`src/rtl/sel_rgb_sched_pkg.sv`:
```
// Shared definitions for the sel_rgb_sched screen scheduler: state encodings,
// select/object/frame-counter widths and the title select pattern.
package sel_rgb_sched_pkg;

  localparam int unsigned SEL_W     = 17;
  localparam int unsigned TITLE_BIT = 16;
  localparam int unsigned OBJ_N     = 16;
  localparam int unsigned FCNT_W    = 5;

  typedef enum logic [1:0] {
    ST_TITLE = 2'b00,
    ST_GAME  = 2'b01,
    ST_PAUSE = 2'b10
  } state_e;

  localparam logic [SEL_W-1:0] TITLE_SEL = SEL_W'(1) << TITLE_BIT;

endpackage

```
`src/rtl/sel_rgb_sched_if.sv`:
```
// Pixel/button inputs and select/state outputs of sel_rgb_sched.
// master = stimulus side, slave = scheduler side.
interface sel_rgb_sched_if;
  import sel_rgb_sched_pkg::*;

  logic              pix_tick;
  logic              video_on;
  logic              frame_start;
  logic [OBJ_N-1:0]  obj_on;
  logic              title_on;
  logic              btn_start;
  logic              btn_pause;
  logic [SEL_W-1:0]  sel_rgb;
  logic [1:0]        state;
  logic [FCNT_W-1:0] frame_cnt;

  modport master (
    output pix_tick, video_on, frame_start, obj_on, title_on, btn_start, btn_pause,
    input  sel_rgb, state, frame_cnt
  );

  modport slave (
    input  pix_tick, video_on, frame_start, obj_on, title_on, btn_start, btn_pause,
    output sel_rgb, state, frame_cnt
  );

endinterface

```
`src/rtl/sel_rgb_sched_onehot_prio16.sv`:
```
// onehot_prio16: isolates the lowest-index set bit of obj_on and flags any hit.
module onehot_prio16
  import sel_rgb_sched_pkg::*;
(
  input  logic [OBJ_N-1:0] obj_on,
  output logic [OBJ_N-1:0] obj_oh,
  output logic             any_hit
);

  // x & -x keeps only the least significant set bit
  always_comb begin
    obj_oh  = obj_on & (~obj_on + OBJ_N'(1));
    any_hit = |obj_on;
  end

endmodule

```
`src/rtl/sel_rgb_sched.sv`:
```
// sel_rgb_sched: TITLE/GAME/PAUSE screen scheduler with frame-aligned state
// changes, frame counter and registered one-hot RGB multiplexer select.
// Optional macro SEL_RGB_TITLE_BLINK_EN blinks the title in TITLE state on
// frame_cnt[4] (16 frames on, 16 off).
module sel_rgb_sched
  import sel_rgb_sched_pkg::*;
(
  input logic             clk,
  input logic             rst_n,
  sel_rgb_sched_if.slave  bus
);

  state_e             state_q, state_d;
  state_e             tgt_q, tgt_d;
  logic               pend_q, pend_d;
  logic               start_q, start_d;
  logic               pause_q, pause_d;
  logic [FCNT_W-1:0]  frame_cnt_q, frame_cnt_d;
  logic [SEL_W-1:0]   sel_rgb_q, sel_rgb_d;

  logic [OBJ_N-1:0]   obj_oh;
  logic               any_hit;
  logic               start_rise, pause_rise;
  logic               req;
  state_e             req_tgt;
  logic               title_show;
  logic [SEL_W-1:0]   game_sel;

  onehot_prio16 u_prio (
    .obj_on  (bus.obj_on),
    .obj_oh  (obj_oh),
    .any_hit (any_hit)
  );

  // State, pending request, button history, frame counter and select registers
  always_ff @(posedge clk or negedge rst_n) begin
    if (!rst_n) begin
      state_q     <= ST_TITLE;
      tgt_q       <= ST_TITLE;
      pend_q      <= 1'b0;
      start_q     <= 1'b0;
      pause_q     <= 1'b0;
      frame_cnt_q <= '0;
      sel_rgb_q   <= '0;
    end else begin
      state_q     <= state_d;
      tgt_q       <= tgt_d;
      pend_q      <= pend_d;
      start_q     <= start_d;
      pause_q     <= pause_d;
      frame_cnt_q <= frame_cnt_d;
      sel_rgb_q   <= sel_rgb_d;
    end
  end

  // Request decode, first-wins pending latch and frame-aligned state update.
  // The cycle that applies a pending request does not accept a new one.
  always_comb begin
    start_d     = bus.btn_start;
    pause_d     = bus.btn_pause;
    start_rise  = bus.btn_start & ~start_q;
    pause_rise  = bus.btn_pause & ~pause_q;
    state_d     = state_q;
    tgt_d       = tgt_q;
    pend_d      = pend_q;
    req         = 1'b0;
    req_tgt     = ST_TITLE;
    frame_cnt_d = bus.frame_start ? frame_cnt_q + FCNT_W'(1) : frame_cnt_q;

    case (state_q)
      ST_TITLE: begin
        if (start_rise) begin
          req     = 1'b1;
          req_tgt = ST_GAME;
        end
      end
      ST_GAME: begin
        if (pause_rise) begin
          req     = 1'b1;
          req_tgt = ST_PAUSE;
        end
      end
      ST_PAUSE: begin
        if (start_rise) begin
          req     = 1'b1;
          req_tgt = ST_TITLE;
        end else if (pause_rise) begin
          req     = 1'b1;
          req_tgt = ST_GAME;
        end
      end
      default: ;
    endcase

    if (state_q != ST_TITLE && state_q != ST_GAME && state_q != ST_PAUSE) begin
      state_d = ST_TITLE;
      pend_d  = 1'b0;
    end else if (pend_q) begin
      if (bus.frame_start) begin
        state_d = tgt_q;
        pend_d  = 1'b0;
      end
    end else if (req) begin
      pend_d = 1'b1;
      tgt_d  = req_tgt;
    end
  end

  // Select computation, registered on pix_tick and held otherwise
  always_comb begin
`ifdef SEL_RGB_TITLE_BLINK_EN
    title_show = bus.title_on & ~frame_cnt_q[FCNT_W-1];
`else
    title_show = bus.title_on;
`endif
    game_sel  = any_hit ? {1'b0, obj_oh} : '0;
    sel_rgb_d = sel_rgb_q;
    if (bus.pix_tick) begin
      if (!bus.video_on) begin
        sel_rgb_d = '0;
      end else begin
        case (state_q)
          ST_TITLE: sel_rgb_d = title_show ? TITLE_SEL : '0;
          ST_GAME:  sel_rgb_d = game_sel;
          ST_PAUSE: sel_rgb_d = bus.title_on ? TITLE_SEL : game_sel;
          default:  sel_rgb_d = '0;
        endcase
      end
    end
  end

  assign bus.sel_rgb   = sel_rgb_q;
  assign bus.state     = state_q;
  assign bus.frame_cnt = frame_cnt_q;

endmodule

```
`src/flat_wrapper.sv`:
```
// flat-port wrapper written by rule: the top's interface ports become plain ports
module sel_rgb_sched_flat import sel_rgb_sched_pkg::*;
  (clk, rst_n, bus_pix_tick, bus_video_on, bus_frame_start, bus_obj_on, bus_title_on, bus_btn_start, bus_btn_pause, bus_sel_rgb, bus_state, bus_frame_cnt);
  sel_rgb_sched_if bus_i ();
  input logic clk;
  input logic rst_n;
  input wire logic [$bits(bus_i.pix_tick)-1:0] bus_pix_tick;
  input wire logic [$bits(bus_i.video_on)-1:0] bus_video_on;
  input wire logic [$bits(bus_i.frame_start)-1:0] bus_frame_start;
  input wire logic [$bits(bus_i.obj_on)-1:0] bus_obj_on;
  input wire logic [$bits(bus_i.title_on)-1:0] bus_title_on;
  input wire logic [$bits(bus_i.btn_start)-1:0] bus_btn_start;
  input wire logic [$bits(bus_i.btn_pause)-1:0] bus_btn_pause;
  output wire logic [$bits(bus_i.sel_rgb)-1:0] bus_sel_rgb;
  output wire logic [$bits(bus_i.state)-1:0] bus_state;
  output wire logic [$bits(bus_i.frame_cnt)-1:0] bus_frame_cnt;
  assign bus_i.pix_tick = bus_pix_tick;
  assign bus_i.video_on = bus_video_on;
  assign bus_i.frame_start = bus_frame_start;
  assign bus_i.obj_on = bus_obj_on;
  assign bus_i.title_on = bus_title_on;
  assign bus_i.btn_start = bus_btn_start;
  assign bus_i.btn_pause = bus_btn_pause;
  assign bus_sel_rgb = bus_i.sel_rgb;
  assign bus_state = bus_i.state;
  assign bus_frame_cnt = bus_i.frame_cnt;
  sel_rgb_sched u_core (.clk(clk), .rst_n(rst_n), .bus(bus_i));
endmodule
```
`config.mk`:
```
export PLATFORM = sky130hd
export DESIGN_NAME = sel_rgb_sched_flat
export DESIGN_NICKNAME = d
export VERILOG_FILES = /design/src/rtl/sel_rgb_sched_pkg.sv /design/src/rtl/sel_rgb_sched_if.sv /design/src/rtl/sel_rgb_sched_onehot_prio16.sv /design/src/rtl/sel_rgb_sched.sv /design/src/flat_wrapper.sv
export SDC_FILE = /design/constraint.sdc
export NUM_CORES = 1
export LEC_CHECK = 0
export ABC_AREA = 1
export CORE_MARGIN = 5
export CORE_UTILIZATION = 42
export DETAILED_ROUTE_END_ITERATION = 7
export PLACE_DENSITY = 0.77
export SLEW_MARGIN = 20
export SYNTH_ARGS = -nofsm -noshare
export SYNTH_HDL_FRONTEND = slang
export SYNTH_HIERARCHICAL = 1
export SYNTH_SLANG_ARGS = --single-unit
```
`constraint.sdc`:
```
create_clock -name clk -period 1.1 [get_ports clk]
set_input_delay 0.11 -clock clk [delete_from_list [all_inputs] [get_ports clk]]
set_output_delay 0.11 -clock clk [all_outputs]
set_load 0.01 [all_outputs]
```
==> results.py, run 1 <==
metrics = {
    "die": {
        "pin_count": 48,
        "die-width_um": 71.05,
        "die_h_um": 71.05,
        "initial_utilization_pct": 43.08,
        "num_rows": 22,
        "core_area_um2": 3633,
        "die_area_um2": 5047,
    },
    "cells_and_area": {
        "stdcell_count": 343,
        "drive_gt1_share_pct": 26.10,
        "final_area_um2": 2595,
        "fillers": 307,
        "area_growth_pct": 65.79,
        "num_antenna_cells": 0,
        "nets": 319,
    },
    "setup_path": {
        "cp-end-kind": "register",
        "crit_path_start": "u_core/bus.state[0]",
        "cp-start-kind": "register",
        "rr_startpoint": "u_core/bus.state[0]",
        "cp.arrival_ps": 1400,
        "cp_max_fo": 8,
        "cp.required_ps": 1260,
        "rr_worst_depth": 5,
        "cp_cell_sequence": "nor2_2 > nor2_4 > clkbuf_16 > nand4_1 > nand2_1",
        "path_class": "reg -> reg",
        "cp_slowest_cell": "dfrtp_2",
        "critPathMaxStageDelay_ps": 460,
    },
    "routing": {
        "antenna_left": 0,
        "drt-initial-drc-count": 113,
        "route.detailed.drc": 0,
        "wire_per_inst_um": 13.01,
        "vias": 1702,
        "wl_mm": 4.461,
        "via_per_inst": 4.962,
        "first_pass_iters": 4,
    },
    "timing": {
        "layout_setup_ws_ps": -134.1,
        "fmax_ghz": 0.8103,
        "tightest_slew_ps": 231.6,
        "max-slew-margin-rel_pct": 84.51,
        "fin_skew_ps": 5.665,
        "hold_violations": 0,
        "fin_tns_setup_ps": -945.5,
        "rsz0062_at_grt": "true",
        "setup-violations-final": 19,
        "finalCriticalPeriod_ps": 1234,
        "hold_ws_ps": 177.7,
        "period_share_pct": 112.2,
        "report.final.slew_viol_count": 0,
    },
    "clock_network": {
        "ctsHoldBuffers": 0,
        "cts_root_buf": "clkbuf_8",
        "htree_num_levels": 2,
        "clock_latency_ps": 280,
        "cts_sinks": 29,
        "cts_buffers": 5,
        "clk_path_buf_depth": 2,
        "cts_tree": "built",
        "clk_pin_slew_worst_paths_ps": 70,
    },
    "synthesis": {
        "ys_ff_latch": 29,
        "synth_area_um2": 1565,
        "syn-instance-count": 204,
        "syn_nets": 229,
        "ys_seq_area_share_pct": 46.36,
        "yosys_warnings": 6,
        "ys_types": 24,
        "avgSynthCellArea_um2": 7.673,
    },
    "power_and_ir_drop": {
        "combPwrFrac_pct": 37.1,
        "total_power_mw": 4.362,
        "p_clk_share_pct": 30.6,
        "seqPwrFrac_pct": 32.4,
        "netSwitchingPower_mw": 1.421,
        "sw_frac_of_total_pct": 32.56,
        "p_int_mw": 2.942,
        "pwr_density_cell_nw_per_um2": 1681,
        "ir_drop_v": 0.001365,
        "p_leak_nw": 1.431,
    },
    "placement": {
        "dp.cells": 325,
        "place_congestion": 0.8349,
        "hpwl_mm": 3.024,
        "port_buffers": 47,
        "dpl-instance-area_um2": 2350,
    },
    "grt": {
        "globalRouteOverflowTotal": 0,
        "grt_pass1_wl_mm": 7.148,
        "grt_usage_pct": 17.52,
        "grt_max_degree": 30,
        "first_global_vias": 1681,
        "antenna_found_initial": 0,
    },
    "outcome": {
        "status": "complete, but fails checks",
        "violations": "negative setup slack",
    },
    "worst_hold_path": {
        "hold_class": "in -> async",
    },
    "flow_run": {
        "cap_violations": 0,
    },
}
[critical path, delay by kind of cell, from the launching register on]
family	cells	cell delay (ps)
buf+inv	1	160
flops	1	460
simple gates	4	500
[repair_timing]
item | in CTS | in global routing
endpoints found under the setup margin | 42 | 28
gates resized for setup | 43 | 22
pin swaps | 6 | 18
gates cloned | 0 | 2
setup buffers | 8 | 1
[synth_stat cells, drive strengths merged]
library cell | instances | area share [%]
nand2 | 64 | 16
nor2 | 36 | 11
dfrtp | 29 | 46
inv | 24 | 5.9
nand4 | 18 | 7.2
nand3 | 12 | 3.8
buf | 4 | 2.0
nor3 | 4 | 1.3
xor2 | 3 | 1.7
clkinv | 2 | 0.48
o21ai | 2 | 0.64
a22o | 1 | 0.56
clkbuf | 1 | 0.24
ha | 1 | 0.80
mux2 | 1 | 0.72
nand3b | 1 | 0.48
xnor2 | 1 | 0.56
[final timing paths]
check / to / slack [ps]
worst max-delay path: u_core/bus.sel_rgb[2] / -130
min in group clk: u_core/start_q / 300
worst min register to register: u_core/bus.sel_rgb[3] / 480
worst max register to register: u_core/bus.sel_rgb[2] / -130
max in group asynchronous: u_core/bus.state[0] / 740
worst min-delay path: u_core/bus.sel_rgb[3] / 180
[through the flow]
| stage | setup WS [ps] | utilization, % |
|---|---|---|
| 2_1_floorplan | 9.988 | - |
| 4_1_cts | -43.71 | 69.01 |
| 6_report | -134.1 | 71.42 |
| 3_5_place_dp | -483.2 | 64.67 |
| 3_3_place_gp | -422.7 | 64.67 |
| 5_1_grt | -191.6 | 71.42 |
[final cells by class]
class                   count  area [µm²]  share of cell area, %
repair buffers             87       805.8                  31.05
multi-input cells         145       765.7                  29.51
flip-flops and latches     29       726.9                  28.01
inverters                  26       102.6                  3.954
clock buffers               5       68.82                  2.652
clock inverters             3       65.06                  2.507
well taps                  48       60.06                  2.314
[state kept, by name (all words and copies together), names as in the netlist]
| name | flops |
|---|---|
| u_core/pause_q | 1 |
| u_core/bus.sel_rgb | 17 |
| u_core/tgt_q | 2 |
| u_core/pend_q | 1 |
| u_core/start_q | 1 |
| u_core/bus.frame_cnt | 5 |
| u_core/bus.state | 2 |
[layout by cell type, fill, tap and decap left out, types with 3 or more instances in the layout]
| cell | n |
|---|---|
| inv_2 | 5 |
| nand3_1 | 11 |
| nor3_1 | 4 |
| buf_12 | 4 |
| clkdlybuf4s50_1 | 10 |
| nand2_4 | 3 |
| nor2_2 | 3 |
| nand2_1 | 57 |
| dlygate4sd2_1 | 29 |
| clkbuf_8 | 5 |
| nand2_2 | 4 |
| nor2_1 | 27 |
| buf_4 | 34 |
| dfrtp_1 | 28 |
| nor2_4 | 6 |
| nand4_1 | 18 |
| xor2_1 | 3 |
| clkdlybuf4s15_1 | 5 |
| inv_1 | 17 |
[power groups by stage]
| stage | Combinational, mW | Clock, mW | Sequential (mW) |
|---|---|---|---|
| final | 1.62 | 1.33 | 1.41 |
| after global routing | 1.78 | 1.38 | 1.44 |
| after CTS | 1.45 | 1.34 | 1.40 |
| after detailed placement | 1.45 | 0 | 1.43 |
| after global placement | 1.42 | 0 | 1.43 |
| after floorplan | 0.695 | 0 | 1.50 |
[cell families (layout without fill, tap and decap cells)]
family,Yosys count,after routing,share of synthesized area (%)
compound gates,3,3,1.199
xor+xnor,4,4,2.239
fa+ha+maj,1,1,0.7992
buf+inv,31,121,8.632
flops,29,29,46.36
mux,1,1,0.7194
simple gates,135,136,40.05
[per-layer routing]
| layer | vias up | share of wire, % | global-route usage [%] |
|---|---|---|---|
| met1 | 791 | 43 | 21.76 |
| met4 | 0 | 1.9 | 5.846 |
| met5 | - | 0 | 0 |
| met2 | 65 | 48 | 28.94 |
| met3 | 8 | 7.4 | 5.398 |
| li1 | 838 | - | - |
(Power assumes the default switching activity.)
==> inputs of run 2 (changes only) <==
--- a/config.mk
+++ b/config.mk
@@ -10,6 +10,7 @@
 export CORE_UTILIZATION = 42
 export DETAILED_ROUTE_END_ITERATION = 7
 export PLACE_DENSITY = 0.77
+export SETUP_SLACK_MARGIN = 0.4
 export SLEW_MARGIN = 20
 export SYNTH_ARGS = -nofsm -noshare
 export SYNTH_HDL_FRONTEND = slang
==> results.py, run 2 (same netlist as run 1, synthesis figures left out) <==
metrics = {
    "routing": {
        "first_pass_iters": 4,
        "wire_per_inst_um": 13.37,
        "wl_mm": 4.720,
        "via_per_inst": 4.898,
        "antenna_left": 0,
        "vias": 1729,
        "drt-initial-drc-count": 183,
        "route.detailed.drc": 0,
    },
    "setup_path": {
        "cp.arrival_ps": 1330,
        "cp-start-kind": "register",
        "cp-end-kind": "register",
        "cp.required_ps": 1270,
        "cp_max_fo": 5,
        "path_class": "reg -> reg",
    },
    "cells_and_area": {
        "nets": 330,
        "drive_gt1_share_pct": 37.38,
        "area_growth_pct": 66.27,
        "final_core_util_pct": 71.63,
        "final_common_cell": "nand2_1",
        "fillers": 283,
        "multi_input_area_um2": 795.8,
        "mostFrequentLayoutCells": "nand2_1, buf_4, nor2_1, dfrtp_1",
        "seqCellArea_um2": 729.5,
        "final_area_um2": 2603,
        "num_antenna_cells": 0,
        "largest_register_ffs": 17,
    },
    "timing": {
        "finalCriticalPeriod_ps": 1167,
        "hold_violations": 0,
        "max-slew-margin-rel_pct": 77.48,
        "rsz0062_at_grt": "true",
        "period_share_pct": 106.1,
        "tightest_slew_ps": 336.8,
        "layout_setup_ws_ps": -66.67,
        "report.final.slew_viol_count": 0,
        "fin_skew_ps": 3.606,
        "setup-violations-final": 18,
        "fmax_ghz": 0.8571,
    },
    "placement": {
        "place_congestion": 0.8309,
        "dpl-instance-area_um2": 2338,
        "hpwl_mm": 2.969,
        "port_buffers": 47,
    },
    "power_and_ir_drop": {
        "pwr_density_cell_nw_per_um2": 1596,
        "p_leak_nw": 1.425,
        "ir_drop_v": 0.0009976,
    },
    "die": {
        "initial_utilization_pct": 43.08,
        "die_area_um2": 5047,
        "die_h_um": 71.05,
        "core_area_um2": 3633,
        "die-width_um": 71.05,
        "pin_count": 48,
        "num_rows": 22,
    },
    "grt": {
        "grt_pass1_wl_mm": 7.017,
        "globalRouteOverflowTotal": 0,
        "antenna_found_initial": 0,
        "first_global_vias": 1536,
        "grt_usage_pct": 18.13,
        "grt_max_degree": 30,
    },
    "outcome": {
        "violations": "negative setup slack",
        "status": "complete, but fails checks",
    },
    "clock_network": {
        "ctsHoldBuffers": 0,
        "clk_path_buf_depth": 2,
        "cts_buffers": 5,
        "clk_pin_slew_worst_paths_ps": 60,
        "htree_num_levels": 2,
        "cts_tree": "built",
        "clock_latency_ps": 280,
        "cts_sinks": 29,
        "cts_root_buf": "clkbuf_8",
    },
    "worst_hold_path": {
        "hold_class": "in -> async",
    },
    "flow_run": {
        "cap_violations": 0,
    },
}
[run 2: changes by cell type in the layout (fill, tap and decap cells not counted), moves of 5 or more]
| cell | before | now |
|---|---|---|
| dlygate4sd2_1 | 29 | 10 |
| buf_2 | 1 | 18 |
| buf_4 | 34 | 42 |
| clkdlybuf4s15_1 | 5 | 0 |
| buf_6 | 1 | 12 |
[run 2: power by group]
group          total (mW)  switching [mW]  internal, mW
logic                1.85           0.927         0.926
registers            1.43           0.173          1.26
clock network       0.867           0.373         0.495
total                4.15            1.47          2.68
[run 2: path summary, 6_finish.rpt]
kind                                        from                     to  slack [ps]  cells after the start
max                          u_core/bus.state[0]  u_core/bus.sel_rgb[5]         -70                      6
min in group clk                   bus_obj_on[9]  u_core/bus.sel_rgb[9]         230                      5
min reg2reg                u_core/bus.sel_rgb[8]  u_core/bus.sel_rgb[8]         480                      2
max reg2reg                  u_core/bus.state[0]  u_core/bus.sel_rgb[5]         -70                      6
max in group asynchronous                  rst_n    u_core/bus.state[1]         730                      2
min                                        rst_n  u_core/bus.sel_rgb[2]         200                      2
[run 2: layout make-up]
type | count | area share (%)
timing repair buffer | 98 | 31.83
multi-input combinational | 145 | 30.58
sequential | 29 | 28.03
tap | 48 | 2.308
clock buffer | 7 | 3.317
inverter | 26 | 3.942
[run 2: worst max-delay path, cell delays in order, from the launching register on]
cell and delay [ps]:
dfrtp_2 400, buf_6 150, nor2_4 140, nor2_4 60, buf_4 140, nand4_1 90
nand2_1 60
[run 2: metrics by stage]
| stage | cells | TNS, ps | worst slack (ps) | hold WS (ps) | power [mW] |
|---|---|---|---|---|---|
| after floorplan | 204 | 0 | 23.79 | -185.6 | 2.236 |
| after global placement | 323 | -7270 | -439.1 | 456.0 | 2.812 |
| after detailed placement | 323 | -7469 | -457.0 | 460.9 | 2.841 |
| after CTS | 346 | -541.2 | -50.37 | 195.7 | 3.940 |
| after global routing | 353 | -1634 | -110.8 | 208.0 | 4.400 |
| final | 353 | -491.0 | -66.67 | 197.0 | 4.155 |
[run 2: what timing repair did]
item / in CTS / in global routing
hold endpoints to repair: 0 / 0
endpoints found under the setup margin: 51 / 51
resized for setup: 120 / 24
buffers inserted: 15 / 7
gates cloned: 1 / 0
pin swaps: 19 / 8
[run 2: metal layers]
metal / up-vias / GRT usage (%) / wire [µm]
li1: 852 / - / -
met4: 0 / 5.428 / 65
met1: 810 / 23.44 / 2068
met5: - / 0 / 0
met2: 60 / 28.94 / 2251
met3: 7 / 5.966 / 335
